$ cat config.mk
export PLATFORM = sky130hd
export DESIGN_NAME = regfile_readback_fsm
export DESIGN_NICKNAME = d
export VERILOG_FILES = /design/src/rtl/regfile_readback_fsm.sv
export SDC_FILE = /design/constraint.sdc
export NUM_CORES = 1
export LEC_CHECK = 0
export CORE_ASPECT_RATIO = 1.75
export CORE_MARGIN = 2
export CORE_UTILIZATION = 55
export CTS_CLUSTER_SIZE = 14
export DETAILED_ROUTE_END_ITERATION = 10
export PLACE_DENSITY = 0.88
export SLEW_MARGIN = 20
export SYNTH_ARGS = -nofsm -noshare
export SYNTH_HDL_FRONTEND = slang
export SYNTH_SLANG_ARGS = --single-unit
export TNS_END_PERCENT = 30
$ cat constraint.sdc
create_clock -name clk -period 4.7 [get_ports clk]
set_input_delay 0.94 -clock clk [delete_from_list [all_inputs] [get_ports clk]]
set_output_delay 0.94 -clock clk [all_outputs]
set_load 0.01 [all_outputs]
$ cat src/rtl/regfile_readback_fsm.sv
// Read-only register-file scanner: walks A/B selects, captures the bus, shows each value on 4 hex digits.
// Optional running checksum of all captures, enabled with `define REGFILE_READBACK_CHECKSUM_EN.
module regfile_readback_fsm #(
    parameter int          NUM_REGS      = 16,
    parameter int          DWELL_CYCLES  = 25000000,
    parameter int          SETTLE_CYCLES = 1,
    parameter logic [15:0] PASS_INST     = 16'h0000
) (
    input  logic        clk,
    input  logic        reset,
    input  logic        start,
    input  logic        hold,
    input  logic [15:0] bus_in,
    output logic [15:0] regEnable,
    output logic [3:0]  ctrlA,
    output logic [3:0]  ctrlB,
    output logic [15:0] inst,
    output logic [15:0] data_out,
    output logic [3:0]  sel_idx,
    output logic        valid,
    output logic        busy,
    output logic        done,
    output logic [15:0] checksum,
    output logic [6:0]  out0,
    output logic [6:0]  out1,
    output logic [6:0]  out2,
    output logic [6:0]  out3
);

    localparam int          DW_EFF   = (DWELL_CYCLES < 1) ? 1 : DWELL_CYCLES;
    localparam int          ST_EFF   = (SETTLE_CYCLES < 1) ? 1 : SETTLE_CYCLES;
    localparam logic [31:0] DW_LAST  = 32'(DW_EFF - 1);
    localparam logic [31:0] ST_LAST  = 32'(ST_EFF - 1);
    localparam logic [3:0]  LAST_IDX = 4'(NUM_REGS - 1);

    typedef enum logic [2:0] {
        IDLE,
        SELECT,
        CAPTURE,
        DWELL,
        NEXT,
`ifdef REGFILE_READBACK_CHECKSUM_EN
        SUM,
`endif
        DONE
    } state_t;

    state_t      state;
    logic [31:0] cnt;

    // Active-low segments, bit order gfedcba (hexTo7Seg encoding).
    function automatic logic [6:0] hex7(input logic [3:0] h);
        case (h)
            4'h0: hex7 = 7'b1000000;
            4'h1: hex7 = 7'b1111001;
            4'h2: hex7 = 7'b0100100;
            4'h3: hex7 = 7'b0110000;
            4'h4: hex7 = 7'b0011001;
            4'h5: hex7 = 7'b0010010;
            4'h6: hex7 = 7'b0000010;
            4'h7: hex7 = 7'b1111000;
            4'h8: hex7 = 7'b0000000;
            4'h9: hex7 = 7'b0010000;
            4'hA: hex7 = 7'b0001000;
            4'hB: hex7 = 7'b0000011;
            4'hC: hex7 = 7'b1000110;
            4'hD: hex7 = 7'b0100001;
            4'hE: hex7 = 7'b0000110;
            default: hex7 = 7'b0001110;
        endcase
    endfunction

    assign regEnable = 16'h0000;

`ifdef REGFILE_READBACK_CHECKSUM_EN
    logic [15:0] csum;
    assign checksum = csum;
`else
    assign checksum = 16'h0000;
`endif

    always_ff @(posedge clk or negedge reset) begin
        if (!reset) begin
            state    <= IDLE;
            cnt      <= '0;
            ctrlA    <= '0;
            ctrlB    <= '0;
            inst     <= '0;
            data_out <= '0;
            sel_idx  <= '0;
            valid    <= 1'b0;
            busy     <= 1'b0;
            done     <= 1'b0;
            out0     <= hex7(4'h0);
            out1     <= hex7(4'h0);
            out2     <= hex7(4'h0);
            out3     <= hex7(4'h0);
`ifdef REGFILE_READBACK_CHECKSUM_EN
            csum     <= '0;
`endif
        end else begin
            valid <= 1'b0;
            case (state)
                IDLE, DONE: begin
                    if (start) begin
                        state <= SELECT;
                        cnt   <= '0;
                        ctrlA <= '0;
                        ctrlB <= '0;
                        inst  <= PASS_INST;
                        busy  <= 1'b1;
                        done  <= 1'b0;
`ifdef REGFILE_READBACK_CHECKSUM_EN
                        csum  <= '0;
`endif
                    end
                end
                SELECT: begin
                    if (cnt == ST_LAST) begin
                        state <= CAPTURE;
                        cnt   <= '0;
                    end else begin
                        cnt <= cnt + 32'd1;
                    end
                end
                CAPTURE: begin
                    data_out <= bus_in;
                    sel_idx  <= ctrlA;
                    valid    <= 1'b1;
                    out0     <= hex7(bus_in[3:0]);
                    out1     <= hex7(bus_in[7:4]);
                    out2     <= hex7(bus_in[11:8]);
                    out3     <= hex7(bus_in[15:12]);
`ifdef REGFILE_READBACK_CHECKSUM_EN
                    csum     <= csum + bus_in;
`endif
                    cnt      <= '0;
                    state    <= DWELL;
                end
                DWELL: begin
                    if (!hold) begin
                        if (cnt == DW_LAST) begin
                            state <= NEXT;
                            cnt   <= '0;
                        end else begin
                            cnt <= cnt + 32'd1;
                        end
                    end
                end
                NEXT: begin
                    if (ctrlA == LAST_IDX) begin
`ifdef REGFILE_READBACK_CHECKSUM_EN
                        // Checksum is shown like one more register, tagged F.
                        state    <= SUM;
                        cnt      <= '0;
                        data_out <= csum;
                        sel_idx  <= 4'hF;
                        valid    <= 1'b1;
                        out0     <= hex7(csum[3:0]);
                        out1     <= hex7(csum[7:4]);
                        out2     <= hex7(csum[11:8]);
                        out3     <= hex7(csum[15:12]);
`else
                        state <= DONE;
                        done  <= 1'b1;
                        busy  <= 1'b0;
                        inst  <= '0;
`endif
                    end else begin
                        ctrlA <= ctrlA + 4'd1;
                        ctrlB <= ctrlA + 4'd1;
                        cnt   <= '0;
                        state <= SELECT;
                    end
                end
`ifdef REGFILE_READBACK_CHECKSUM_EN
                SUM: begin
                    if (!hold) begin
                        if (cnt == DW_LAST) begin
                            state <= DONE;
                            cnt   <= '0;
                            done  <= 1'b1;
                            busy  <= 1'b0;
                            inst  <= '0;
                        end else begin
                            cnt <= cnt + 32'd1;
                        end
                    end
                end
`endif
                default: begin
                    state <= IDLE;
                    cnt   <= '0;
                    busy  <= 1'b0;
                    done  <= 1'b0;
                    inst  <= '0;
                end
            endcase
        end
    end

endmodule

==> results.json <==
{
  "seqPwrFrac_pct": 46.9,
  "gp_congestion": 0.929,
  "min_period_over_period_pct": 67.7,
  "route.detailed.wl_per_inst_um": 17.7,
  "hpwl_um": 9760,
  "skew_ns": 0.0105,
  "clkSlewWorstSetupHoldPaths_ns": 0.06,
  "clk-insertion-delay-late_ns": 0.35,
  "avgSynthCellArea_um2": 9.37,
  "r2r_slack_ns": 1.70,
  "p_switching_uw": 485,
  "setup_viol": 0,
  "area_growth_pct": 17.5,
  "netlist.area_leader.share_pct": 38.4,
  "fin_hold_ws_ns": 0.513,
  "p_int_mw": 1.29,
  "clockRootBuffer": "clkbuf_16",
  "clock_sinks": 90,
  "drt-total-wl_um": 14000,
  "num_rows": 48,
  "cp_max_fo": 25,
  "syn_inst": 599,
  "ir_drop_v": 0.000220,
  "final_hold_viol_count": 0,
  "synth_ff_type": "dfrtp_1",
  "r2r-end": "cnt[10]$_DFFE_PN0P_",
  "synth_area_leaders": "dfrtp_1, buf_4, mux2_2, ha_1, a21oi_1",
  "cts_buffer_depth": 2,
  "die_h_um": 138,
  "cts-hold-fix-buffers": 0,
  "finalSetupTns_ns": 0,
  "drive_gt1_share_pct": 11.1,
  "cp-end-kind": "register",
  "die_area_um2": 11100,
  "clkPwrFrac_pct": 40.8,
  "leakagePower_nw": 2.85,
  "yosys.cell_types.count": 53,
  "slew_viol_final": 0,
  "fin_cells": 789,
  "grt_max_degree": 91,
  "seq_area_frac_synth_pct": 40.2,
  "place.port_buffers": 78,
  "ioPinCount": 127,
  "cts_resized": 0,
  "reg2reg_from": "cnt[0]$_DFFE_PN0P_",
  "ant_nets": 0,
  "worst_pin_slew_ns": 0.945,
  "rr_worst_depth": 8,
  "hp-start": "data_out[0]$_DFFE_PN0P_",
  "cts.htree.levels": 3,
  "utilization_pct": 66.5,
  "hp-class": "register to register",
  "path_class": "input port to register",
  "antenna_found_initial": 0,
  "vias_per_cell": 6.03,
  "start_util_pct": 56.6,
  "p_sw_share_pct": 27.3,
  "yosys-top-cells-count": "dfrtp_1, nor2_1, buf_4, a21oi_1, nand2_1",
  "rsz0062_at_grt": "false",
  "outcome": "complete, no violations",
  "max_freq_mhz": 314,
  "drt_first_pass_iters": 5,
  "core-area_um2": 9910,
  "postCtsSetupBuffers": 0,
  "cts_tree": "done",
  "grt_use_total_pct": 25.8,
  "grt_pass1_wl_um": 22200,
  "synth.ff_latch_count": 90,
  "finalNetCount": 707,
  "period_needed_ns": 3.18,
  "dieWidth_um": 80.3,
  "cap_violations": 0,
  "via_count": 4756,
  "yosysMostFrequentCell": "dfrtp_1",
  "drt_iter0_markers": 458,
  "hold_end": "data_out[0]$_DFFE_PN0P_",
  "synth_edf_count": 0,
  "whs_path_depth": 1,
  "first_global_vias": 4459,
  "drc_errors": 0,
  "p_comb_share_pct": 12.3,
  "dp_cells": 772,
  "synth-warning-count": 0,
  "cp.arrival_ns": 3.41,
  "synthArstFlopShare_pct": 100,
  "slew_headroom_pct": 37.0,
  "gr-total-overflow": 0,
  "critPathLaunchType": "input port",
  "crit_required_ns": 4.93,
  "n_antenna_cell": 0,
  "power_density_nw_per_um2": 270,
  "fillCellCount": 746,
  "netlist_area_um2": 5610,
  "yosysTopAreaCell": "dfrtp_1",
  "numCtsBuffers": 9
}
==> sequential cells by signal, summed over array words and instances, names as in the netlist, 4 cells and up <==
register,count
data_out,16
out2,7
ctrlB,4
out3,7
out0,7
cnt,32
out1,7
sel_idx,4
==> per-stage QoR <==
stage          total power [mW]  instance area, um^2  setup slack, ns
2_1_floorplan              1.00                 5790             2.48
5_1_grt                    1.85                 6590             1.31
6_report                   1.78                 6590             1.52
3_5_place_dp               1.06                 6260             1.19
4_1_cts                    1.78                 6570             1.55
3_3_place_gp               1.04                 6260             1.30
==> per-layer routing <==
metal	wire length (um)	vias up	GRT usage [%]
met1	4950	2332	28.3
met5	0	-	0
met2	7880	203	48.1
li1	-	2179	-
met4	435	0	10.6
met3	698	42	4.59
==> worst max-delay path, cell delays in order <==
cell,delay [ns]
clkdlybuf4s50_1,0.53
mux2i_1,0.26
a22o_1,0.81
nor2_1,0.37
buf_4,0.28
a22o_1,0.22
==> worst max-delay path by stage <==
| stage | start | endpoint | slack [ns] |
|---|---|---|---|
| after detailed placement | start | cnt[13]$_DFFE_PN0P_ | 1.19 |
| after global routing | start | cnt[4]$_DFFE_PN0P_ | 1.31 |
| final | start | cnt[4]$_DFFE_PN0P_ | 1.52 |
| after global placement | start | cnt[2]$_DFFE_PN0P_ | 1.30 |
| after floorplan | start | cnt[22]$_DFFE_PN0P_ | 2.48 |
| after CTS | start | cnt[13]$_DFFE_PN0P_ | 1.55 |
==> power by group through the flow <==
stage	Clock (mW)	Sequential (mW)	Combinational (mW)
after global routing	0.771	0.836	0.241
after global placement	0	0.844	0.199
after floorplan	0	0.834	0.170
final	0.725	0.833	0.218
after detailed placement	0	0.845	0.213
after CTS	0.737	0.832	0.215
==> final cells by class <==
cell class,count,area (um^2),area share (%)
flip-flops and latches,90,2260,34.3
repair buffers,85,847,12.9
multi-input cells,450,2940,44.6
well taps,125,156,2.37
inverters,23,86.3,1.31
clock inverters,7,77.6,1.18
clock buffers,9,225,3.42
==> logic make-up (layout without fill, tap and decap cells) <==
kind of cell / after synthesis / after routing / synth area share (%)
other cells: 1 / 48 / 0.0668
buf+inv: 106 / 124 / 10.6
simple gates: 190 / 190 / 16.9
compound gates: 131 / 131 / 14.8
flops: 90 / 90 / 40.2
fa+ha+maj: 28 / 28 / 6.24
mux: 53 / 53 / 11.1
==> cells in the final DEF, fill, tap and decap left out, drive strengths merged, types with 2 or more instances in the layout <==
cell type	netlist	final
nor3	19	19
nor2b	3	3
nand3b	5	5
a2bb2oi	3	3
and4	2	2
dfrtp	86	86
o2bb2ai	2	2
o31ai	8	8
o21ai	26	26
conb	1	48
inv	23	24
o311ai	5	5
clkbuf	27	9
a22o	12	12
nand3	25	25
mux2i	15	15
dfstp	4	4
and2	4	4
nor4	9	9
mux2	34	34
a21oi	45	45
clkdlybuf4s50	0	77
clkinvlp	0	3
nor2	55	55
and3	5	5
a21o	4	4
nand2b	4	4
buf	56	8
clkinv	0	2
a22oi	6	6
nand2	39	39
ha	28	28
or4	3	3
nand4	9	9
mux4	4	4
a32oi	5	5
o22ai	3	3
or2	2	2
a31oi	7	7
or3	3	3
Power figures use the tool's default switching activity.
